## config.mk

```make
export PLATFORM = sky130hd
export DESIGN_NAME = multi_port_mem_ctrl
export DESIGN_NICKNAME = d
export VERILOG_FILES = /design/src/rtl/multi_port_mem_ctrl.sv
export SDC_FILE = /design/constraint.sdc
export NUM_CORES = 1
export LEC_CHECK = 0
export CAP_MARGIN = 20
export CORE_MARGIN = 4
export CORE_UTILIZATION = 45
export CTS_CLUSTER_SIZE = 24
export DETAILED_ROUTE_END_ITERATION = 7
export HOLD_SLACK_MARGIN = 0.02
export PLACE_DENSITY = 0.9
export SLEW_MARGIN = 15
export SYNTH_ARGS = -nofsm -noshare
export SYNTH_HDL_FRONTEND = slang
export SYNTH_SLANG_ARGS = --single-unit
```

## constraint.sdc

```tcl
create_clock -name clk -period 2.91 [get_ports clk]
set_clock_uncertainty 0.1 [all_clocks]
set_input_delay 0.4365 -clock clk [delete_from_list [all_inputs] [get_ports clk]]
set_output_delay 0.4365 -clock clk [all_outputs]
set_load 0.02 [all_outputs]
```

## src/rtl/multi_port_mem_ctrl.sv

```systemverilog
// Round-robin arbiter of NUM_PORTS requesters onto a byte-serial RAM/IO bus with sign/zero-extending loads.
// Optional compressed-aware fetch mode (size 3) is enabled by defining MPMC_RVC_FETCH_EN.
module multi_port_mem_ctrl #(
   parameter int NUM_PORTS = 2,
   parameter int ADDR_WIDTH = 32,
   parameter int DATA_WIDTH = 32,
   parameter int ID_WIDTH = 4,
   parameter logic [ADDR_WIDTH-1:0] IO_BASE = 'h30000,
   parameter logic [NUM_PORTS-1:0] FLUSH_MASK = '1
) (
   input  logic                            clk,
   input  logic                            rst,
   input  logic                            rdy,
   input  logic                            flush,
   input  logic                            io_buffer_full,
   input  logic [NUM_PORTS-1:0]            req_valid,
   output logic [NUM_PORTS-1:0]            req_ready,
   input  logic [NUM_PORTS-1:0]            req_write,
   input  logic [2*NUM_PORTS-1:0]          req_size,
   input  logic [NUM_PORTS-1:0]            req_unsigned,
   input  logic [ADDR_WIDTH*NUM_PORTS-1:0] req_addr,
   input  logic [DATA_WIDTH*NUM_PORTS-1:0] req_wdata,
   input  logic [ID_WIDTH*NUM_PORTS-1:0]   req_id,
   output logic [NUM_PORTS-1:0]            resp_valid,
   output logic [DATA_WIDTH-1:0]           resp_data,
   output logic [ID_WIDTH-1:0]             resp_id,
   output logic                            busy,
   input  logic [7:0]                      ram_din,
   output logic [7:0]                      ram_dout,
   output logic [ADDR_WIDTH-1:0]           ram_addr,
   output logic                            ram_wr
);
   localparam int NB = DATA_WIDTH / 8;
   localparam int CW = $clog2(NB) + 1;
   localparam int PW = (NUM_PORTS > 1) ? $clog2(NUM_PORTS) : 1;

   typedef enum logic [1:0] {IDLE, XFER, IO_WAIT, RESP} state_t;

   state_t                state_q, state_d;
   logic [PW-1:0]         rr_q, rr_d, port_q, port_d, gnt_port;
   logic [ADDR_WIDTH-1:0] addr_q, addr_d, sel_addr, io_off;
   logic [DATA_WIDTH-1:0] wdata_q, wdata_d, data_q, data_d;
   logic [ID_WIDTH-1:0]   id_q, id_d;
   logic                  write_q, write_d, uns_q, uns_d;
   logic [CW-1:0]         len_q, len_d, cnt_q, cnt_d, iss_idx_q;
   logic                  iss_vld_q;
   logic [1:0]            sel_size;
   logic [NUM_PORTS-1:0]  elig;
   logic                  gnt_found, accept, abort, issue;
`ifdef MPMC_RVC_FETCH_EN
   logic                  fetch_q, fetch_d;
`endif

   function automatic logic [CW-1:0] size_len(input logic [1:0] s);
      case (s)
         2'd0:    return CW'(1);
         2'd1:    return (NB >= 2) ? CW'(2) : CW'(NB);
         default: return CW'(NB);
      endcase
   endfunction

   function automatic logic [DATA_WIDTH-1:0] extend(input logic [DATA_WIDTH-1:0] d,
                                                    input logic [CW-1:0] n, input logic u);
      logic [DATA_WIDTH-1:0] r;
      logic                  s;
      r = '0;
      s = 1'b0;
      for (int b = 0; b < NB; b++)
         if (CW'(b + 1) == n) s = d[8*b+7];
      for (int b = 0; b < NB; b++)
         r[8*b +: 8] = (CW'(b) < n) ? d[8*b +: 8] : {8{s & ~u}};
      return r;
   endfunction

   // A flushing masked port may still be granted, but only for stores.
   assign elig     = req_valid & ~({NUM_PORTS{flush}} & FLUSH_MASK & ~req_write);
   assign sel_addr = req_addr[int'(gnt_port)*ADDR_WIDTH +: ADDR_WIDTH];
   assign sel_size = req_size[2*int'(gnt_port) +: 2];
   assign io_off   = sel_addr - IO_BASE;

   always_comb begin
      gnt_found = 1'b0;
      gnt_port  = '0;
      for (int k = 0; k < NUM_PORTS; k++) begin
         if (!gnt_found && elig[(int'(rr_q) + k) % NUM_PORTS]) begin
            gnt_found = 1'b1;
            gnt_port  = PW'((int'(rr_q) + k) % NUM_PORTS);
         end
      end
   end

   assign accept    = gnt_found & rdy & ((state_q == IDLE) | (state_q == RESP));
   assign req_ready = accept ? (NUM_PORTS'(1) << gnt_port) : '0;
   assign abort     = flush & FLUSH_MASK[port_q] & ~write_q & ((state_q == XFER) | (state_q == IO_WAIT));
   assign issue     = (state_q == XFER) & (cnt_q < len_q) & ~abort;
   assign busy      = (state_q != IDLE);

   always_comb begin
      state_d = state_q;
      rr_d    = rr_q;
      port_d  = port_q;
      addr_d  = addr_q;
      wdata_d = wdata_q;
      data_d  = data_q;
      id_d    = id_q;
      write_d = write_q;
      uns_d   = uns_q;
      len_d   = len_q;
      cnt_d   = cnt_q;
`ifdef MPMC_RVC_FETCH_EN
      fetch_d = fetch_q;
`endif
      case (state_q)
         XFER: begin
            if (abort) state_d = IDLE;
            else begin
               if (issue) cnt_d = cnt_q + 1'b1;
               // Loads need one extra cycle for the last byte to come back.
               if (write_q ? (cnt_q == len_q - 1'b1) : (cnt_q == len_q)) state_d = RESP;
            end
         end
         IO_WAIT: begin
            if (abort) state_d = IDLE;
            else if (!io_buffer_full) state_d = XFER;
         end
         RESP:    state_d = IDLE;
         default: ;
      endcase
      if (accept) begin
         state_d = (io_off < ADDR_WIDTH'(8) && io_buffer_full) ? IO_WAIT : XFER;
         rr_d    = (int'(gnt_port) == NUM_PORTS - 1) ? '0 : gnt_port + 1'b1;
         port_d  = gnt_port;
         addr_d  = sel_addr;
         wdata_d = req_wdata[int'(gnt_port)*DATA_WIDTH +: DATA_WIDTH];
         id_d    = req_id[int'(gnt_port)*ID_WIDTH +: ID_WIDTH];
         write_d = req_write[gnt_port];
         len_d   = size_len(sel_size);
         cnt_d   = '0;
         data_d  = '0;
`ifdef MPMC_RVC_FETCH_EN
         fetch_d = (sel_size == 2'd3) & ~req_write[gnt_port];
         uns_d   = req_unsigned[gnt_port] | fetch_d;
`else
         uns_d   = req_unsigned[gnt_port];
`endif
      end
   end

   always_comb begin
      ram_addr = '0;
      ram_dout = '0;
      ram_wr   = 1'b0;
      if (issue) begin
         ram_addr = addr_q + ADDR_WIDTH'(cnt_q);
         ram_wr   = write_q & rdy;
         for (int b = 0; b < NB; b++)
            if (write_q && cnt_q == CW'(b)) ram_dout = wdata_q[8*b +: 8];
      end
   end

   assign resp_valid = (state_q == RESP && rdy) ? (NUM_PORTS'(1) << port_q) : '0;
   assign resp_data  = (state_q == RESP && rdy) ? extend(data_q, len_q, uns_q) : '0;
   assign resp_id    = (state_q == RESP && rdy) ? id_q : '0;

   always_ff @(posedge clk) begin
      if (rst) begin
         state_q   <= IDLE;
         rr_q      <= '0;
         port_q    <= '0;
         addr_q    <= '0;
         wdata_q   <= '0;
         data_q    <= '0;
         id_q      <= '0;
         write_q   <= 1'b0;
         uns_q     <= 1'b0;
         len_q     <= '0;
         cnt_q     <= '0;
         iss_vld_q <= 1'b0;
         iss_idx_q <= '0;
`ifdef MPMC_RVC_FETCH_EN
         fetch_q   <= 1'b0;
`endif
      end else begin
         // The RAM returns data one cycle after an address regardless of rdy, so capture is not frozen.
         iss_vld_q <= issue & rdy & ~write_q;
         iss_idx_q <= cnt_q;
         if (rdy) begin
            state_q <= state_d;
            rr_q    <= rr_d;
            port_q  <= port_d;
            addr_q  <= addr_d;
            wdata_q <= wdata_d;
            data_q  <= data_d;
            id_q    <= id_d;
            write_q <= write_d;
            uns_q   <= uns_d;
            len_q   <= len_d;
            cnt_q   <= cnt_d;
`ifdef MPMC_RVC_FETCH_EN
            fetch_q <= fetch_d;
`endif
         end
         for (int b = 0; b < NB; b++)
            if (iss_vld_q && iss_idx_q == CW'(b)) data_q[8*b +: 8] <= ram_din;
`ifdef MPMC_RVC_FETCH_EN
         if (fetch_q && iss_vld_q && iss_idx_q == '0 && ram_din[1:0] != 2'b11) len_q <= CW'(2);
`endif
      end
   end
endmodule

```

# Word-level counts from Yosys, hierarchy flattened
# Cells that the tools add are included.
[word_totals]
ff_bits = 116
in_bits = 159
elab_cells = 166
[classes]
add_sub_neg = 6
magnitude_cmp = 10
eq_ne = 19
shift = 6
n_mux = 53
n_bitwise = 21
reduce_logical = 35
[op_table]
columns = ["operator", "n"]
rows = [
  ["$mux W32", 4],
  ["$shiftx A64 B7 Y32", 2],
  ["$mux W8", 13],
  ["$add A32 B3 Y32", 1],
  ["$lt A32 B4 Y1 const B", 1],
  ["$sub A32 B18 Y32 const B", 1],
  ["$reduce_bool A2 Y1", 11],
  ["$mux W1", 21],
  ["$mux W2", 8],
  ["$eq A3 B2 Y1 const B", 4],
  ["$mux W3", 4],
  ["$and A1 B1 Y1", 11],
  ["$logic_and A1 B1 Y1", 11],
  ["$reduce_and A2 Y1", 5],
  ["$reduce_and A4 Y1", 2],
  ["$shiftx A8 B4 Y4", 1],
  ["$eq A2 B3 Y1 const A", 2],
  ["$eq A3 B1 Y1 const B", 2],
  ["$eq A3 B3 Y1", 2],
  ["$logic_not A3 Y1", 2],
  ["$lt A1 B2 Y1 const B", 3],
  ["$lt A1 B3 Y1 const A", 2],
  ["$lt A2 B3 Y1 const A", 2],
  ["$pmux W2 S3", 1],
  ["other kinds (24)", 34],
]

# Depth between registers and ports, before layout
# Gate-level depths: netlist (run 1).
[logic_depth]
ltp_word = 16
depth_mapped = 9
ltp_nobuf = 7

# Least setup slack after synthesis (run 1)
# Ideal clock, no wire load.
[synth_timing]
path_type = "register to output"
startpoint = "register len_q[1]"
endpoint = "output ram_addr[27]"
arrival_time_ns = 2.207
t_required_ns = 2.374
slack_ns = 0.166
stages_incl_launch_ff = 9
cell_sequence = "dfxtp_1 inv_1 ha_1 nor2b_1 o21a_1 or3_1 clkbuf_1 or4_1 nand2_1"
[synth_between]
elab_chain_cells = 4
[synth_rtl]
columns = ["item", "line_no", "text"]
rows = [
  ["from (decl)", "45", "logic [CW-1:0] len_q, len_d, cnt_q, cnt_d, iss_idx_q;"],
  ["from (signal assigned)", "197", "len_q <= len_d;"],
  ["$lt A3 B3 Y1", "95", "assign issue = (state_q == XFER) & (cnt_q < len_q) & ~abort;"],
  ["$and A1 B1 Y1 (2 in a row)", "95", ""],
  ["$mux W32", "153", "if (issue) begin"],
  ["to (decl)", "30", "output logic [ADDR_WIDTH-1:0] ram_addr,"],
]
# Every way passes these cells.

# Final worst setup path (run 1)
[layout_timing]
startpoint = "register cnt_q[1]"
endpoint = "output ram_addr[25]"
[layout_between]
elab_chain_cells = 4
[layout_rtl]
columns = ["item", "line_no", "text"]
rows = [
  ["from (decl)", "45", ""],
  ["from (signal assigned)", "198", "cnt_q <= cnt_d;"],
  ["branches (longest 3 deep; another with $add A32 B3 Y32)", "-", ""],
  ["$mux W32 *", "153", ""],
]
# Mark *: on every way between the ends.

==> results.md, run 1 <==
- Final setup TNS: -0.885 ns
- Worst Tran Pin Value: 0.924 ns
- Post-placement cell area: 10000 um^2
- Routed WL per cell: 19.8 um
- Area used by multi-input combinational logic: 4590 um^2
- Static Leakage: 4.49 nW
- CTS Sinks: 116
- Register area share after synthesis: 33.6%
- RSZ-0062 raised after global routing: true
- R2R setup slack: 0.31 ns
- End point of the most critical hold path: data_q[5]$_SDFFE_PP0P_
- Class of the tightest hold or removal check: flop to flop
- Final-report setup violation count: 15
- Setup slack after layout: -0.142 ns
- Vias per cell: 5.97
- Row count: 45
- Slew headroom: 38.4%
- Most common cell after layout, fill and taps aside: sky130_fd_sc_hd__clkdlybuf4s50_1
- Area share of fa/ha/maj cells after synthesis: 3.73%
- Pre-Repair DR Iteration Count: 8
- Number of different library cells in the post-synthesis netlist: 56
- Placed cell count: 1310
- Final Core Density: 71.4%
- Cell type contributing the most total cell area after synthesis: sky130_fd_sc_hd__dfxtp_1
- Min-Delay Startpoint: data_q[5]$_SDFFE_PP0P_
- Layout cells sized above 1: 22.7%
- TritonCTS clock tree: done
- Library cell used as clock root buffer: sky130_fd_sc_hd__clkbuf_16
- Data arrival, critical path: 2.52 ns
- Leftover overflow at the end of global routing: 0
- Most frequently used flop master after synthesis: sky130_fd_sc_hd__dfxtp_1
- Synth Area per Inst: 8.08 um^2
- Critical R2R Capture: state_q[0]$_SDFFE_PP0P_
- Synthesized-area fraction occupied by xor and xnor cells: 3.26%
- Total of hold buffers inserted after clock tree synthesis: 0
- Post-detailed-placement half-perimeter wirelength: 18.0 mm
- Number of remaining DRC errors: 0
- Number of synthesis warnings: 0
- Initial Utilization: 45.7%
- Post-route insts no fill: 1352
- Highest Clock Rate: 328 MHz
- Run status: finished with violations
- Hold slack: 0.372 ns
- Area delta synth->final: 56.3%
- Largest cells by area after synthesis: sky130_fd_sc_hd__dfxtp_1 34%, sky130_fd_sc_hd__mux2i_1 11%, sky130_fd_sc_hd__a211oi_1 7.7%
- Final Critical Period: 3.05 ns
- Number of buffers added by the clock tree synthesis step: 17
- Beginning of the worst register-to-register path: state_q[0]$_SDFFE_PP0P_
- Maximum number of pins on one net before global-route repair: 150
- Maximum ir drop on the vdd rail: 0.000366 V
- Core Box Area: 15100 um^2
- Violated checks: setup timing
- Max-capacitance violation count: 0
- Type of origin of the critical path: flop
- Complex-gate fraction of the synthesized area: 20.3%
- Simple-gate area share of the yosys netlist: 23.5%
- Mapped cell area: 6920 um^2
- Maximum count of clock buffers along a single path: 2
- Number of input and output port buffers inserted: 240
- Post-synthesis cell count: 856
- Portion of the clock cycle consumed by the worst path in the final layout: 105%
- Clock insertion delay at the later pin of the skew report: 0.42 ns
- Top-area cell type share of the netlist area: 33.6%
- Kind of critical path: flop to output port
- Die Height: 132 um
- Sort of element at the end of the critical path: output port
- Total die area: 17400 um^2
- EDFF count, synth: 0
- Post-Layout Inst Area: 10800 um^2
- Detailed-route via count: 8074
- First-pass GRT wire length: 40.2 mm
- Nets: 1330
- Die outline width: 132 um
- DRT Wirelength: 26.7 mm
- Data required time at the worst endpoint: 2.37 ns
- Commonest non-fill, non-tap cells in the layout: 164 x sky130_fd_sc_hd__clkdlybuf4s50_1, 112 x sky130_fd_sc_hd__nor2_1, 109 x sky130_fd_sc_hd__dfxtp_1
- Async S/R FF share, synth: 0%
- Area used by sequential logic in the layout: 2340 um^2
- GRT Total Usage: 28.2%
- Net count after synthesis: 1035
- Antenna Diode Count: 0
- Mux contribution to synthesized area: 10.9%
- P per Cell Area: 505 nW/um^2
- Initial antenna violation count: 0
- Total number of H-tree levels: 4
- Iter 0 DRT Violations: 730
- RePlAce Congestion: 0.934
- Number of global-route vias before repair: 7918
- Post-route ant nets: 0
- Post-synthesis register bit count: 116
- Count of pins on the block boundary: 241
- Clock-pin slew on the worst setup and hold paths: 0.05 ns
- Dominant combinational cell family by area after synthesis: simple AND/OR/NAND/NOR gates
- Endpoints failing hold: 0
- Depth of the worst register-to-register path: 8
- Largest driver fanout on the critical path: 4
- Number of filler instances in the final layout: 1036
- Final count of pins violating max slew: 0
- Hold Crit Depth: 2
==> sequential cells by signal (all words and copies together) (netlist names) <==
signal	flops
port_q	1
state_q	2
iss_idx_q	3
wdata_q	32
addr_q	32
cnt_q	3
iss_vld_q	1
id_q	4
write_q	1
data_q	32
len_q	3
uns_q	1
rr_q	1
==> stage by stage <==
stage	power, mW	setup slack [ns]
after floorplan	2.63	0.166
after global placement	3.25	-0.431
after detailed placement	3.29	-0.458
after CTS	5.37	-0.144
after global routing	5.66	-0.197
final	5.46	-0.142
==> per-layer routing <==
| layer | vias up | part of all wire, % | track usage [%] |
|---|---|---|---|
| li1 | 3718 | - | - |
| met1 | 3710 | 37 | 32.4 |
| met2 | 519 | 49 | 48.4 |
| met3 | 127 | 8.8 | 6.03 |
| met4 | 0 | 6.0 | 16.0 |
| met5 | - | 0 | 0 |
==> where the power goes <==
part	leakage, nW	switching [mW]	internal, mW
clock network	0.279	0.741	1.32
logic	3.26	0.803	0.728
registers	0.953	0.114	1.76
total	4.49	1.66	3.80
==> cell type report <==
type	instances	share of cell area (%)
clock buffer	23	4.42
sequential	116	21.6
multi-input combinational	656	42.4
clock inverter	9	0.949
inverter	25	0.868
tap	188	2.18
timing repair buffer	335	27.5
==> critical path, stage by stage, from the launching register on <==
cell and delay (ns):
sky130_fd_sc_hd__dfxtp_4 0.37, sky130_fd_sc_hd__ha_4 0.26, sky130_fd_sc_hd__a21o_1 0.16, sky130_fd_sc_hd__a21oi_2 0.09, sky130_fd_sc_hd__or4_4 0.46, sky130_fd_sc_hd__buf_6 0.15, sky130_fd_sc_hd__or4_4 0.42, sky130_fd_sc_hd__nand2_2 0.08
sky130_fd_sc_hd__buf_6 0.11
==> cell usage after synthesis, types with 4 or more instances <==
cell                         n
sky130_fd_sc_hd__nand4_1     7
sky130_fd_sc_hd__o21a_1     26
sky130_fd_sc_hd__and3_1     12
sky130_fd_sc_hd__o211ai_1    7
sky130_fd_sc_hd__nor3_1     16
sky130_fd_sc_hd__o21ai_0    14
sky130_fd_sc_hd__xor2_1      5
sky130_fd_sc_hd__nor2_1    113
sky130_fd_sc_hd__inv_1      25
sky130_fd_sc_hd__nand3_1    43
sky130_fd_sc_hd__nand2_1    66
sky130_fd_sc_hd__dfxtp_1   116
sky130_fd_sc_hd__nor4_1     13
sky130_fd_sc_hd__a21oi_1    60
sky130_fd_sc_hd__nor2b_1     4
sky130_fd_sc_hd__a22oi_1     8
sky130_fd_sc_hd__a211oi_1   71
sky130_fd_sc_hd__mux2i_1    74
sky130_fd_sc_hd__clkbuf_1   43
sky130_fd_sc_hd__a21o_1      6
sky130_fd_sc_hd__buf_1       6
sky130_fd_sc_hd__or4_1      13
sky130_fd_sc_hd__and3b_1     8
sky130_fd_sc_hd__or3_1       6
sky130_fd_sc_hd__xnor2_1    18
sky130_fd_sc_hd__buf_2      11
sky130_fd_sc_hd__or2_2       4
sky130_fd_sc_hd__ha_1       19
==> worst max-delay path by stage <==
| stage | startpoint | to | slack, ns | cells past startpoint |
|---|---|---|---|---|
| after floorplan | len_q[1]$_SDFFE_PP0P_ | ram_addr[27] | 0.17 | 8 |
| after global placement | flush | ram_addr[27] | -0.43 | 7 |
| after detailed placement | flush | ram_addr[21] | -0.46 | 7 |
| after CTS | len_q[1]$_SDFFE_PP0P_ | ram_addr[21] | -0.14 | 8 |
| after global routing | addr_q[4]$_SDFFE_PP0P_ | ram_addr[29] | -0.20 | 7 |
| final | cnt_q[1]$_SDFFE_PP0P_ | ram_addr[25] | -0.14 | 8 |
==> kinds of logic after synthesis <==
family / Yosys count
AND/OR/NAND/NOR: 328
buffers and inverters: 85
XOR/XNOR: 24
flip-flops: 116
adder cells (fa/ha/maj): 20
multiplexers: 75
AO/OA/AOI/OAI: 208
==> repair_timing <==
item                                    CTS  global route
buffers inserted                          5             4
gates resized for setup                 317            78
pin swaps                                13            15
endpoints found under the setup margin   72            63
cloned                                    1             0
Power figures use the tool's default switching activity.
==> inputs of run 2 (changes only) <==
CTS_BUF_LIST = sky130_fd_sc_hd__clkbuf_4 sky130_fd_sc_hd__clkbuf_8   (was unset)
PLACE_DENSITY = 0.8   (was 0.9)
clock period = 3.7 ns   (was 2.91 ns; I/O delays follow)
==> run 2 against run 1 <==
The flow now finishes without violations. Clock power down 30%. Final cell count down 5.3%. Worst setup slack better by 0.25 ns. Sequential power decreased by 20%. Global-route usage is 3.8 points lower. First-iteration DRC count is 31% lower. Critical endpoint is now resp_data[8].
==> results.md, run 2 (synthesized netlist as in run 1, its figures left out) <==
- First-pass GRT wire length: 34.8 mm (-13%)
- Maximum ir drop on the vdd rail: 0.000231 V (-37%)
- Routed WL per cell: 17.3 um (-13%)
- Post-detailed-placement half-perimeter wirelength: 16.6 mm (-7.4%)
- Layout cells sized above 1: 7.78% (-15 points)
- Most common cell after layout, fill and taps aside: sky130_fd_sc_hd__clkdlybuf4s50_1
- Top Registers: addr_q x32, data_q x32, wdata_q x32
- Largest driver fanout on the critical path: 8 (+4)
- Total setup buffers inserted after CTS: 0 (-5)
- Core Box Area: 15100 um^2 (unchanged)
- Post-placement cell area: 9540 um^2 (-4.8%)
- Endpoints failing hold: 0 (unchanged)
- Class of the tightest hold or removal check: flop to flop
- Beginning of the worst register-to-register path: state_q[0]$_SDFFE_PP0P_
- Hold Crit Depth: 2 (unchanged)
- Nets: 1258 (-5.4%)
- Clock group share of total power: 37.1% (-0.7 points)
- Type of origin of the critical path: flop
- Detailed-route via count: 7236 (-10%)
- Post-route ant nets: 0 (unchanged)
- RePlAce Congestion: 0.915 (-2.0%)
- Number of input and output port buffers inserted: 240 (unchanged)
- Placed cell count: 1248 (-4.7%)
- Area delta synth->final: 46.4%
- Post-Layout Inst Area: 10100 um^2 (-6.3%)
- Number of buffers added by the clock tree synthesis step: 17 (unchanged)
- Combinational share of power: 24.7% (-3.3 points)
- Number of global-route vias before repair: 6879 (-13%)
- Portion of the clock cycle consumed by the worst path in the final layout: 97.2%
- Final count of pins violating max slew: 0 (unchanged)
- Initial Utilization: 45.7% (unchanged)
- Sequential share of power: 38.2% (+4.0 points)
- Library cell used as clock root buffer: sky130_fd_sc_hd__clkbuf_8
- Data arrival, critical path: 2.94 ns (+0.42 ns)
- Maximum count of clock buffers along a single path: 2 (unchanged)
- Antenna Diode Count: 0 (unchanged)
- Number of remaining DRC errors: 0 (unchanged)
- Critical R2R Capture: state_q[0]$_SDFFE_PP0P_
- Count of pins on the block boundary: 241 (unchanged)
- Internal power: 2.78 mW (-27%)
- R2R setup slack: 1.02 ns (+0.71 ns)
- GRT Total Usage: 24.4% (-3.8 points)
- Final Core Density: 66.9% (-4.5 points)
- Pre-Repair DR Iteration Count: 5 (-3)
- Number of filler instances in the final layout: 1270 (+23%)
- Worst Setup Slack post-DPL: -0.0569 ns (+0.401 ns)
- Slew headroom: 41.4% (+3.0 points)
- Vias per cell: 5.65 (-5.3%)
- Setup slack after layout: 0.105 ns (+0.247 ns)
- Depth of the worst register-to-register path: 8 (unchanged)
- Sort of element at the end of the critical path: output port
- Total number of H-tree levels: 4 (unchanged)
- Run status: complete, no violations
- Data required time at the worst endpoint: 3.04 ns (+0.67 ns)
- Kind of critical path: flop to output port
- Min-Delay Startpoint: data_q[25]$_SDFFE_PP0P_
- Clock insertion delay at the later pin of the skew report: 0.44 ns (+0.02 ns)
- TritonCTS clock tree: done
- Max-capacitance violation count: 0 (unchanged)
- Maximum number of pins on one net before global-route repair: 150 (unchanged)
- Final Critical Period: 3.60 ns
- Iter 0 DRT Violations: 502 (-31%)
- Leftover overflow at the end of global routing: 0 (unchanged)
- Area used by sequential logic in the layout: 2320 um^2 (-0.54%)
- Initial antenna violation count: 0 (unchanged)
- Die outline width: 132 um (unchanged)
- RSZ-0062 raised after global routing: false
- Total die area: 17400 um^2 (unchanged)
- Hold slack: 0.369 ns (-0.00326 ns)
- Commonest non-fill, non-tap cells in the layout: 213 x sky130_fd_sc_hd__clkdlybuf4s50_1, 115 x sky130_fd_sc_hd__dfxtp_1, 112 x sky130_fd_sc_hd__nor2_1
- Final setup TNS: 0 ns (+0.885 ns)
- P per Cell Area: 385 nW/um^2 (-24%)
- CTS Sinks: 116 (unchanged)
- Row count: 45 (unchanged)
- Switching fraction of total power: 28.8% (-1.6 points)
- DRT Wirelength: 22.1 mm (-17%)
- End point of the most critical hold path: data_q[25]$_SDFFE_PP0P_
- Die Height: 132 um (unchanged)
- Total power: 3.90 mW (-29%)
- Post-route insts no fill: 1280 (-5.3%)
- Worst Tran Pin Value: 0.872 ns (-0.0519 ns)
- Highest Clock Rate: 278 MHz
- Power spent charging and discharging nets: 1.12 mW (-32%)
- Final-report setup violation count: 0 (-15)
- Static Leakage: 4.16 nW (-7.5%)
- Clock-pin slew on the worst setup and hold paths: 0.07 ns (+0.02 ns)
- Area used by multi-input combinational logic: 4360 um^2 (-5.1%)
## run 2: changes by cell type in the layout (fill, tap and decap cells not counted), moves of 6 or more
| cell | change |
|---|---|
| sky130_fd_sc_hd__ha_1 | +8 |
| sky130_fd_sc_hd__dlymetal6s2s_1 | +12 |
| sky130_fd_sc_hd__clkdlybuf4s50_1 | +49 |
| sky130_fd_sc_hd__ha_4 | -9 |
| sky130_fd_sc_hd__dfxtp_1 | +6 |
| sky130_fd_sc_hd__clkbuf_8 | +17 |
| sky130_fd_sc_hd__buf_2 | -31 |
| sky130_fd_sc_hd__clkbuf_16 | -17 |
| sky130_fd_sc_hd__buf_4 | -70 |
| sky130_fd_sc_hd__clkbuf_2 | -15 |
| sky130_fd_sc_hd__dlygate4sd2_1 | +10 |
| sky130_fd_sc_hd__buf_6 | -25 |
## run 2: layout make-up
class | instances | share of cell area [%]
inverter | 25 | 0.927
timing repair buffer | 264 | 25.9
tap | 188 | 2.32
sequential | 116 | 22.9
clock inverter | 10 | 1.98
multi-input combinational | 655 | 43.0
clock buffer | 22 | 2.87
## run 2: worst max-delay path, stage by stage (launching register included)
cell	delay (ns)
sky130_fd_sc_hd__dfxtp_2	0.38
sky130_fd_sc_hd__inv_1	0.10
sky130_fd_sc_hd__ha_1	0.22
sky130_fd_sc_hd__o211a_1	0.23
sky130_fd_sc_hd__or4_1	0.49
sky130_fd_sc_hd__a21oi_1	0.18
sky130_fd_sc_hd__buf_4	0.18
sky130_fd_sc_hd__o21a_1	0.12
sky130_fd_sc_hd__clkdlybuf4s50_1	0.60
## run 2: worst max path at each step
stage,start,end,cells after the start
finish,len_q[0]$_SDFFE_PP0P_,resp_data[8],8
global route,len_q[0]$_SDFFE_PP0P_,resp_data[8],8
CTS,len_q[0]$_SDFFE_PP0P_,resp_data[8],8
detailed placement,flush,ram_addr[27],7
global placement,flush,ram_addr[29],7
floorplan,len_q[1]$_SDFFE_PP0P_,ram_addr[27],8
## run 2: power by group through the flow
stage / Clock (mW) / Sequential (mW) / Combinational, mW
after global routing: 1.52 / 1.51 / 1.06
after CTS: 1.46 / 1.49 / 0.961
after global placement: 0 / 1.51 / 0.941
final: 1.45 / 1.49 / 0.965
after detailed placement: 0 / 1.51 / 0.955
after floorplan: 0 / 1.48 / 0.581
## run 2: repair_timing
item                                   4_1_cts  5_1_grt
endpoints found under the hold margin        0        0
setup endpoints to repair                   23       51
gates resized for setup                     17       26
hold buffers                                 0        0
## run 2: metal layers
layer	part of all wire, %	wire, um	track usage (%)	vias to the layer above
li1	-	-	-	3574
met1	42	9310	30.4	3346
met2	49	10800	41.4	272
met3	6.4	1420	5.00	44
met4	2.8	614	9.63	0
met5	0	0	0	-
